<file path="src/rtl/common_pkg.sv">
// Shared types for the queue drain path: skid-stage FSM encoding and depth.
package common_pkg;

    typedef enum logic [1:0] {
        DRAIN_EMPTY,
        DRAIN_ONE,
        DRAIN_TWO
    } drain_state_e;

    localparam int DRAIN_DEPTH = 2;

endpackage

</file>
<file path="src/rtl/fifo_drain_stage.sv">
// Pops fifo_buffer entries into a two-entry main/skid register and presents them as a registered valid/ready stream.
// Optional stall counter port and logic are built only when FIFO_DRAIN_STALL_CNT_EN is defined.
module fifo_drain_stage
    import common_pkg::*;
#(
    parameter int DATA_WIDTH = 16,
    parameter int CNT_WIDTH  = 16
) (
    input  logic                  clk,
    input  logic                  reset_n,
    input  logic [DATA_WIDTH-1:0] fifo_rdata_i,
    input  logic                  fifo_empty_i,
    output logic                  fifo_rready_o,
    input  logic                  flush_i,
    output logic [DATA_WIDTH-1:0] data_o,
    output logic                  valid_o,
    input  logic                  ready_i
`ifdef FIFO_DRAIN_STALL_CNT_EN
    ,
    output logic [CNT_WIDTH-1:0]  stall_cnt_o
`endif
);

    drain_state_e          state_q, state_d;
    logic [DATA_WIDTH-1:0] main_q, main_d;
    logic [DATA_WIDTH-1:0] skid_q, skid_d;
    logic                  run_q;
    logic                  pop;
    logic                  fire;

    // run_q holds off popping until the first edge after reset release.
    assign fifo_rready_o = run_q & (state_q != DRAIN_TWO) & ~flush_i & ~fifo_empty_i;
    assign pop           = fifo_rready_o;
    assign valid_o       = (state_q != DRAIN_EMPTY);
    assign fire          = valid_o & ready_i;
    assign data_o        = main_q;

    always_comb begin
        // NOTE: every output of this block gets a default first, so no path can infer a latch.
        state_d = state_q;
        main_d  = main_q;
        skid_d  = skid_q;
        case (state_q)
            DRAIN_EMPTY: begin
                if (pop) begin
                    main_d  = fifo_rdata_i;
                    state_d = DRAIN_ONE;
                end
            end
            DRAIN_ONE: begin
                if (pop && fire) begin
                    main_d = fifo_rdata_i;
                end else if (pop) begin
                    skid_d  = fifo_rdata_i;
                    state_d = DRAIN_TWO;
                end else if (fire) begin
                    state_d = DRAIN_EMPTY;
                end
            end
            DRAIN_TWO: begin
                if (fire) begin
                    main_d  = skid_q;
                    state_d = DRAIN_ONE;
                end
            end
            default: state_d = DRAIN_EMPTY;
        endcase
        // Flush discards held entries and wins over a simultaneous fire.
        if (flush_i) begin
            state_d = DRAIN_EMPTY;
        end
    end

    // NOTE: sequential state uses non-blocking assignments so all registers update together at the edge.
    always_ff @(posedge clk or negedge reset_n) begin
        if (!reset_n) begin
            state_q <= DRAIN_EMPTY;
            // NOTE: the data registers are reset too, since data_o must read zero out of reset.
            main_q  <= '0;
            skid_q  <= '0;
            run_q   <= 1'b0;
        end else begin
            state_q <= state_d;
            main_q  <= main_d;
            skid_q  <= skid_d;
            run_q   <= 1'b1;
        end
    end

`ifdef FIFO_DRAIN_STALL_CNT_EN
    always_ff @(posedge clk or negedge reset_n) begin
        if (!reset_n) begin
            stall_cnt_o <= '0;
        end else if (flush_i) begin
            stall_cnt_o <= '0;
        end else if (valid_o && !ready_i && !(&stall_cnt_o)) begin
            stall_cnt_o <= stall_cnt_o + 1'b1;
        end
    end
`endif

endmodule

</file>
<file path="config.mk">
export PLATFORM = sky130hd
export DESIGN_NAME = fifo_drain_stage
export DESIGN_NICKNAME = d
export VERILOG_FILES = /design/src/rtl/common_pkg.sv /design/src/rtl/fifo_drain_stage.sv
export SDC_FILE = /design/constraint.sdc
export NUM_CORES = 1
export LEC_CHECK = 0
export ABC_AREA = 1
export CAP_MARGIN = 20
export CORE_MARGIN = 2
export CORE_UTILIZATION = 53
export CTS_CLUSTER_DIAMETER = 150
export DETAILED_ROUTE_END_ITERATION = 16
export PLACE_DENSITY = 0.9
export SLEW_MARGIN = 20
export SYNTH_ARGS = -nofsm -noshare
export SYNTH_HDL_FRONTEND = slang
export SYNTH_SLANG_ARGS = --single-unit
export TNS_END_PERCENT = 100
</file>
<file path="constraint.sdc">
create_clock -name clk -period 2.3 [get_ports clk]
set_input_delay 0.345 -clock clk [delete_from_list [all_inputs] [get_ports clk]]
set_output_delay 0.345 -clock clk [all_outputs]
set_load 0.02 [all_outputs]
</file>
==> run metrics, run 1 <==
commonest non-fill, non-tap cell in the layout sky130_fd_sc_hd__nand2_1; xor and xnor area share after synthesis 0%; port bufs 38; Peak VDD IR 0.495 mV; Worst-path clk slew 0.10 ns; Crit path top cell by count sky130_fd_sc_hd__clkdlybuf4s50_1; Clk network pwr share 16.4%; CTS tree yes; leak pwr 1.11 nW; average size of a mapped cell roughly 8.4 sq um; gate family responsible for the most delay along the worst path buffers and inverters; ANT nets after route 0; Synth area leader sky130_fd_sc_hd__dfrtp_1; post-DP HPWL 2220 um; FF+latch count, synth 35; starting utilization of the core area 56.1%; net count reported at finish 264; first-pass GRT wire length 5460 um; reported max-cap violation count 0; share of synthesized registers carrying an async set or reset 100%; yosys warns 0; CP Data Arrival Time ~1.7 ns; core region area 3080 sq um; dominant combinational cell family by area after synthesis simple AND/OR/NAND/NOR gates; I/O pin count 39; Post-Route Setup TNS 0 ns; Die Outline Area 3730 sq um; worst setup path category in2out; final worst path period share 88.3%; source-to-sink clock delay at the later pin of the worst-skew pair between 0.3 and 0.4 ns; top area cells in the synthesized netlist sky130_fd_sc_hd__dfrtp_1 51%, sky130_fd_sc_hd__nand2_1 12%, sky130_fd_sc_hd__o21ai_2 8.1%; hold buffers post-CTS 0; slew at the pin closest to its max-slew limit 0.750 ns; global route overflow 0; FMAX 492 MHz; final hold violation count 0; critical-path cell list clkdlybuf4s50_1 > inv_1 > nand2_2 > nor2_4 > clkdlybuf4s50_1; Worst path slowest cell sky130_fd_sc_hd__clkdlybuf4s50_1; compound-gate portion of the synthesized area 13.0%; via count of the routed design about 1400; Post-Synthesis Cell Area 1730 sq um; type of element launching the critical path input port; slew margin rel. roughly 50%; multiplexer share of the synthesized area 0%; total of endpoints with negative setup slack in the final report 0; number of rows created at floorplan 20; clock buffer count from CTS 5; post-synthesis share of cell area spent on and, or, nand and nor gates 27.2%; largest net degree at the start of global routing 36; number of enable-type register cells in the synthesized netlist 0; Power per Cell Area 895 nW/um^2; GPL Wtd Cong 0.803; unrepaired setup endpoints after global routing no; number of detailed-route iterations in the first pass 4; floorplan die height just over 60 um; Largest stage delay, worst path just over 0.6 ns; sequential fraction of the synthesis area 50.7%; Power Total a little under 2 mW; worst clock skew on the final layout approximately 0.010 ns; DR vias/cell 4.99; number of H-tree branching levels 2; synthesized netlist cell count about 200; combinational power share 35.9%; type of the tightest min-delay check in2async; overall routing resource usage 20.3%; Total Routed Length 3250 um; switching power of the nets roughly 0.67 mW; fraction of synthesized cell area taken by the top area cell type 50.7%; area overhead of the layout relative to synthesis 24.5%; main flop type after synthesis sky130_fd_sc_hd__dfrtp_1; Die Width 61.1 um; outcome complete, no violations; quantity of gates resized following cts 0; max-slew violations 0; required time of the critical path 1.96 ns; Synth Area in Adders 0%; power share of the sequential group between 40% and 50%; number of antenna cells inserted 0; post-CTS setup-driven buffer insertion count 0; net count of the mapped netlist ~230; First DRT Iteration DRCs 59; via count of the first global-routing pass between 1000 and 1500; switch share a little over a third; count of unresolved DRC violations after routing 0; library cells used by synthesis 18; leading cell types in the layout, fill and taps excluded 57 x sky130_fd_sc_hd__nand2_1, 37 x sky130_fd_sc_hd__clkdlybuf4s50_1, 35 x sky130_fd_sc_hd__dfrtp_1, 22 x sky130_fd_sc_hd__nor2_1, 21 x sky130_fd_sc_hd__inv_1; Clk Tree Root Cell sky130_fd_sc_hd__clkbuf_4; initial antenna violation count 0; maximum fanout along the worst path 3; sinks on the clock net 35; internal power consumption 1.25 mW; number of buffers on the longest clock path 2; total buffers and inverters traversed by the critical path 3; Routed WL per cell between 10 and 15 um; Critical Path End Type primary output; Final Critical Period 2.03 ns; fraction of final layout cells sized beyond drive strength 1 between 10 and 15%
final cells by class:
cell class | instances | area [sq um]
sequential | 35 | 876
inverter | 22 | 82.6
fill | 253 | 926
clock buffer | 7 | 45.0
timing repair buffer | 40 | 390
multi-input combinational | 139 | 698
clock inverter | 1 | 5.00
tap | 44 | 55.1
path summary, 6_finish.rpt:
path / from / end / slack (ns) / cells past startpoint
worst max-delay path: flush_i / fifo_rready_o / 0.27 / 5
worst min-delay path: reset_n / data_o[2] / 0.06 / 1
worst max register to register: state_q[0] / data_o[14] / 0.58 / 8
worst min register to register: data_o[8] / data_o[8] / 0.48 / 2
max in group asynchronous: reset_n / skid_q[9] / 1.76 / 1
min in group clk: data_o[8] / data_o[8] / 0.48 / 2
registers in the layout, summed over array words and instances, names as in the netlist:
signal / cells
state_q: 2
data_o: 16
run_q: 1
skid_q: 16
stage by stage:
| stage | setup slack (ns) | std cells | hold slack (ns) | util, % | area [sq um] |
|---|---|---|---|---|---|
| finish | 0.268 | 288 | 0.0598 | 69.9 | 2150 |
| global route | 0.192 | 288 | 0.105 | 69.9 | 2150 |
| CTS | 0.257 | 288 | 0.0653 | 69.9 | 2150 |
| detailed placement | 0.268 | 280 | 0.450 | 68.3 | 2100 |
| global placement | 0.284 | 280 | 0.453 | 68.3 | 2100 |
| floorplan | 0.996 | 205 | 0.0494 | - | 1730 |
synth_stat cells (2+ instances only):
library cell	number
sky130_fd_sc_hd__nand2_1	57
sky130_fd_sc_hd__dfrtp_1	35
sky130_fd_sc_hd__nor2_1	22
sky130_fd_sc_hd__inv_1	21
sky130_fd_sc_hd__nand3_1	18
sky130_fd_sc_hd__a21oi_1	17
sky130_fd_sc_hd__o21ai_2	16
sky130_fd_sc_hd__buf_6	4
sky130_fd_sc_hd__buf_2	3
sky130_fd_sc_hd__nand2_2	3
sky130_fd_sc_hd__nand2_4	2
layer usage:
layer | vias to the layer above | global-route usage [%] | wire length [um]
li1 | 719 | - | -
met1 | 657 | 24.7 | 1400
met2 | 52 | 32.2 | 1570
met3 | 8 | 5.67 | 188
met4 | 0 | 12.4 | 91
met5 | - | 0 | 0
kinds of logic after synthesis:
group,after synthesis
AOI/OAI and AO/OA,33
DFF,35
and+or+nand+nor,105
other,1
buffers and inverters,31
power by group through the flow:
stage | sequential, mW | combinational (mW) | clock [mW]
6_report | 0.918 | 0.691 | 0.316
2_1_floorplan | 1.03 | 0.289 | 0
5_1_grt | 0.944 | 0.767 | 0.352
3_3_place_gp | 0.921 | 0.682 | 0
3_5_place_dp | 0.930 | 0.698 | 0
4_1_cts | 0.919 | 0.699 | 0.330
No activity file was read; power rests on OpenSTA's default activity.
==> inputs of run 2 (changes only) <==
- GPL_TIMING_DRIVEN: unset -> 0
==> run metrics, run 2 (synthesis results as in run 1) <==
Cell Count Post-Placement 288 (+2.9%); overall routing resource usage 23.5% (+3.1 points); First DRT Iteration DRCs 58 (-1.7%); largest net degree at the start of global routing 34 (-5.6%); commonest non-fill, non-tap cell in the layout sky130_fd_sc_hd__nand2_1; leading cell types in the layout, fill and taps excluded 57 x sky130_fd_sc_hd__nand2_1, 37 x sky130_fd_sc_hd__clkdlybuf4s50_1, 35 x sky130_fd_sc_hd__dfrtp_1, 22 x sky130_fd_sc_hd__nor2_1, 21 x sky130_fd_sc_hd__inv_1; leak pwr 1.15 nW (+3.8%); CTS tree yes; Die Outline Area 3730 sq um (unchanged); number of antenna cells inserted 0 (unchanged); worst setup path category reg2out; Worst-path clk slew 0.10 ns (about the same); type of the tightest min-delay check in2async; number of buffers on the longest clock path 2 (unchanged); initial antenna violation count 0 (unchanged); Peak VDD IR 0.543 mV (+9.6%); ANT nets after route 0 (unchanged); final hold violation count 0 (unchanged); via count of the routed design 1497 (+4.2%); total of fill cells in the finished design 268 (+5.9%); first-pass GRT wire length 6250 um (+15%); post-DP HPWL 2530 um (+14%); Die Width 61.1 um (unchanged); source-to-sink clock delay at the later pin of the worst-skew pair 0.35 ns (about the same); maximum fanout along the worst path 8 (+5); smallest hold slack 0.321 ns (+0.261 ns); number of detailed-route iterations in the first pass 4 (unchanged); sinks on the clock net 35 (unchanged); sequential cell area 876 sq um (unchanged); I/O pin count 39 (unchanged); Clk Tree Root Cell sky130_fd_sc_hd__clkbuf_4; worst clock skew on the final layout 0.0108 ns (+0.000510 ns); starting utilization of the core area 56.1% (unchanged); required time of the critical path 1.96 ns (about the same); GPL Wtd Cong 0.783 (-2.5%); Post-Route Setup TNS 0 ns (unchanged); fraction of final layout cells sized beyond drive strength 1 16.2% (+2.3 points); area overhead of the layout relative to synthesis 29.5%; total of endpoints with negative setup slack in the final report 0 (unchanged); area of the multi-input gates 698 sq um (unchanged); unrepaired setup endpoints after global routing no; global route overflow 0 (unchanged); standard cell area after detailed placement 2180 sq um (+3.6%); reported max-cap violation count 0 (unchanged); net count reported at finish 273 (+3.4%); number of rows created at floorplan 20 (unchanged); final worst path period share 92.0% (+3.7 points); Routed WL per cell 12.2 um (+7.6%); Layout Utilization 72.7% (+2.8 points); Critical Path End Type primary output; CP Data Arrival Time 1.77 ns (+0.08 ns); post-CTS setup-driven buffer insertion count 0 (unchanged); outcome complete, no violations; floorplan die height 61.1 um (unchanged); max-slew violations 0 (unchanged); Total Routed Length 3610 um (+11%); final std cell area, no fill 2240 sq um (+4.0%); port bufs 38 (unchanged); number of cells in the finished layout apart from fillers 297 (+3.1%); via count of the first global-routing pass 1488 (+10%); DR vias/cell 5.04 (+1.1%); Final Critical Period 2.12 ns (+0.0840 ns); Power per Cell Area 871 nW/um^2 (-2.7%); count of unresolved DRC violations after routing 0 (unchanged); type of element launching the critical path register; number of H-tree branching levels 2 (unchanged); core region area 3080 sq um (unchanged); FMAX 473 MHz (-4.0%); clock buffer count from CTS 5 (unchanged)
run 2: cell types whose count changed in the layout (fill, tap and decap cells not counted):
cell	previous run	this run
sky130_fd_sc_hd__dlygate4sd3_1	0	1
sky130_fd_sc_hd__clkbuf_1	2	3
sky130_fd_sc_hd__buf_12	0	1
sky130_fd_sc_hd__buf_6	0	4
sky130_fd_sc_hd__buf_4	2	1
sky130_fd_sc_hd__buf_2	1	4
run 2: critical path: stages, from the launching register on:
cell,delay (ns)
sky130_fd_sc_hd__dfrtp_1,0.42
sky130_fd_sc_hd__inv_2,0.09
sky130_fd_sc_hd__nand2_4,0.11
sky130_fd_sc_hd__nand2_2,0.07
sky130_fd_sc_hd__nor2_4,0.11
sky130_fd_sc_hd__clkdlybuf4s50_1,0.62
run 2: cell type report:
cell class / instances / area share (%)
Inverter: 22 / 3.69
Clock buffer: 7 / 2.01
Tap cell: 44 / 2.46
Sequential cell: 35 / 39.1
Timing Repair Buffer: 40 / 18.1
Clock inverter: 1 / 0.224
Multi-Input combinational cell: 139 / 31.2
Buffer: 9 / 3.19
run 2: power by group:
group | total, mW | internal [mW] | switching (mW)
Sequential | 0.915 | 0.811 | 0.104
Clock | 0.326 | 0.119 | 0.207
Combinational | 0.709 | 0.335 | 0.374
run 2: stage by stage:
step | total power [mW] | setup slack [ns]
floorplan | 1.32 | 0.996
global placement | 1.61 | 0.167
detailed placement | 1.64 | 0.239
CTS | 1.96 | 0.188
global route | 2.08 | 0.0874
finish | 1.95 | 0.184
run 2: path summary, 6_finish.rpt:
kind	start	to	slack [ns]	cells past startpoint
max	state_q[0]	fifo_rready_o	0.18	5
min	reset_n	state_q[0]	0.32	2
max reg2reg	state_q[0]	data_o[3]	0.89	8
min reg2reg	data_o[1]	data_o[1]	0.48	2
max in group asynchronous	reset_n	data_o[1]	1.62	3
min in group clk	data_o[1]	data_o[1]	0.48	2
run 2: what timing repair did:
action | 4_1_cts | 5_1_grt
hold buffers | 1 | 0
endpoints found under the hold margin | 35 | 0
resized for setup | 0 | 0
run 2: per-layer routing:
metal / global-route usage, % / wire (um) / up-vias
met5: 0 / 0 / -
met4: 13.4 / 80 / 0
met3: 7.98 / 194 / 8
met2: 36.8 / 1740 / 43
met1: 28.2 / 1600 / 709
li1: - / - / 737
==> inputs of run 3 (changes only) <==
- CORE_UTILIZATION: 53 -> 40
- PLACE_DENSITY: 0.9 -> 0.72
- SETUP_SLACK_MARGIN: unset -> 0.4
==> run metrics, run 3 (synthesis results as in run 1) <==
area overhead of the layout relative to synthesis 31.6%; type of element launching the critical path input port; combinational power share 34.4% (-2.0 points); number of buffers on the longest clock path 2 (unchanged); outcome complete, no violations; type of the tightest min-delay check in2async; floorplan die height 69.7 um (+14%); power share of the sequential group 45.0% (-1.9 points); number of cells on the worst reg-to-reg path 6 (-2); global route overflow 0 (unchanged); GR peak layer met2; maximum fanout along the worst path 3 (-5); number of detailed-route iterations in the first pass 4 (unchanged); net count reported at finish 273 (unchanged); fraction of final layout cells sized beyond drive strength 1 16.2% (unchanged); GR Util met2 28.8% (-7.9 points); number of rows created at floorplan 23 (+15%); commonest non-fill, non-tap cell in the layout sky130_fd_sc_hd__nand2_1; unrepaired setup endpoints after global routing no; First DRT Iteration DRCs 112 (+93%); Total Routed Length 3640 um (+0.72%); number of antenna cells inserted 0 (unchanged); required time of the critical path 1.96 ns (about the same); smallest hold slack 0.463 ns (+0.142 ns); Power Total 2.04 mW (+4.7%); total of fill cells in the finished design 404 (+51%); post-DP HPWL 2720 um (+7.5%); reported max-cap violation count 0 (unchanged); Die Width 69.7 um (+14%); largest net degree at the start of global routing 26 (-24%); DR vias/cell 4.77 (-5.4%); Die Outline Area 4860 sq um (+30%); port bufs 38 (unchanged); global-route track usage on met1 19.7% (-8.5 points); switch share 33.5% (-1.6 points); via count of the routed design 1445 (-3.5%); initial antenna violation count 0 (unchanged); count of unresolved DRC violations after routing 0 (unchanged); overall routing resource usage 16.7% (-6.8 points); worst setup path category in2out; via count of the first global-routing pass 1495 (+0.47%); max-slew violations 0 (unchanged); Post-Route Setup TNS 0 ns (unchanged); Worst-path clk slew 0.07 ns (-0.03 ns); FMAX 560 MHz (+18%); Peak VDD IR 0.391 mV (-28%); ANT nets after route 0 (unchanged); Power per Cell Area 898 nW/um^2 (+3.1%); total of endpoints with negative setup slack in the final report 0 (unchanged); CP Data Arrival Time 1.44 ns (-0.33 ns); worst clock skew on the final layout 0.00605 ns (-0.00474 ns); met3 track demand over resource 3.63% (-4.3 points); starting utilization of the core area 42.3% (-14 points); Clk network pwr share 20.6% (+3.9 points); sinks on the clock net 35 (unchanged); Routed WL per cell 12.0 um (-1.3%); core region area 4090 sq um (+33%); internal power consumption 1.36 mW (+7.3%); Clk Tree Root Cell sky130_fd_sc_hd__clkbuf_8; Critical Path End Type primary output; I/O pin count 39 (unchanged); post-route setup slack 0.513 ns (+0.329 ns); leak pwr 1.17 nW (+1.6%); final worst path period share 77.7% (-14 points); Final Critical Period 1.79 ns (-0.329 ns); clock buffer count from CTS 5 (unchanged); post-CTS setup-driven buffer insertion count 0 (unchanged); source-to-sink clock delay at the later pin of the worst-skew pair 0.28 ns (-0.07 ns); switching power of the nets 0.685 mW (+0.10%); final hold violation count 0 (unchanged); CTS tree yes; first-pass GRT wire length 6490 um (+3.9%); pre-CTS WS 0.227 ns (-0.0120 ns); GPL Wtd Cong 0.764 (-2.5%); number of H-tree branching levels 2 (unchanged); leading cell types in the layout, fill and taps excluded 57 x sky130_fd_sc_hd__nand2_1, 35 x sky130_fd_sc_hd__dfrtp_1, 35 x sky130_fd_sc_hd__clkdlybuf4s50_1, 22 x sky130_fd_sc_hd__nor2_1, 21 x sky130_fd_sc_hd__inv_1
[run 3: area by class of cell]
| type | count | area (sq um) | share of cell area [%] |
|---|---|---|---|
| plain buffers | 9 | 71.3 | 3.14 |
| clock buffers | 7 | 76.3 | 3.36 |
| clock inverters | 1 | 5.00 | 0.220 |
| inverters | 22 | 82.6 | 3.63 |
| multi-input cells | 139 | 698 | 30.7 |
| flip-flops and latches | 35 | 876 | 38.5 |
| well taps | 50 | 62.6 | 2.75 |
| repair buffers | 40 | 403 | 17.7 |
[run 3: what timing repair did]
action	CTS	global route
hold buffers	1	0
gates resized for setup	2	0
endpoints found under the setup margin	2	0
endpoints found under the hold margin	10	0
[run 3: through the flow]
step	std cells	util (%)	cell area, sq um
floorplan	205	-	1730
global placement	293	53.1	2170
detailed placement	294	53.5	2190
CTS	303	55.7	2270
global route	303	55.7	2270
finish	303	55.7	2270
[run 3: worst paths after layout]
check                                start       endpoint  slack, ns
worst min register to register  data_o[10]     data_o[10]       0.47
worst max register to register  state_q[0]      data_o[2]       0.87
worst min-delay path               reset_n      data_o[5]       0.46
max in group asynchronous          reset_n      skid_q[9]       1.42
min in group clk                data_o[10]     data_o[10]       0.47
worst max-delay path               flush_i  fifo_rready_o       0.51
[run 3: power groups by stage]
stage	clock (mW)	sequential, mW	combinational [mW]
after detailed placement	0	0.931	0.715
after CTS	0.439	0.920	0.715
after floorplan	0	1.03	0.289
final	0.420	0.919	0.704
after global routing	0.459	0.948	0.778
after global placement	0	0.918	0.698
[run 3: critical path: stages]
cell and delay, ns:
sky130_fd_sc_hd__clkdlybuf4s50_1 0.42, sky130_fd_sc_hd__inv_1 0.13, sky130_fd_sc_hd__nand2_2 0.08, sky130_fd_sc_hd__nor2_4 0.12
sky130_fd_sc_hd__dlygate4sd2_1 0.35
[run 3: layer usage]
metal  up-vias  share of wire [%]
li1        739                  -
met1       672                 45
met2        30                 50
met3         4                3.4
met4         0                1.6
met5         -                  0
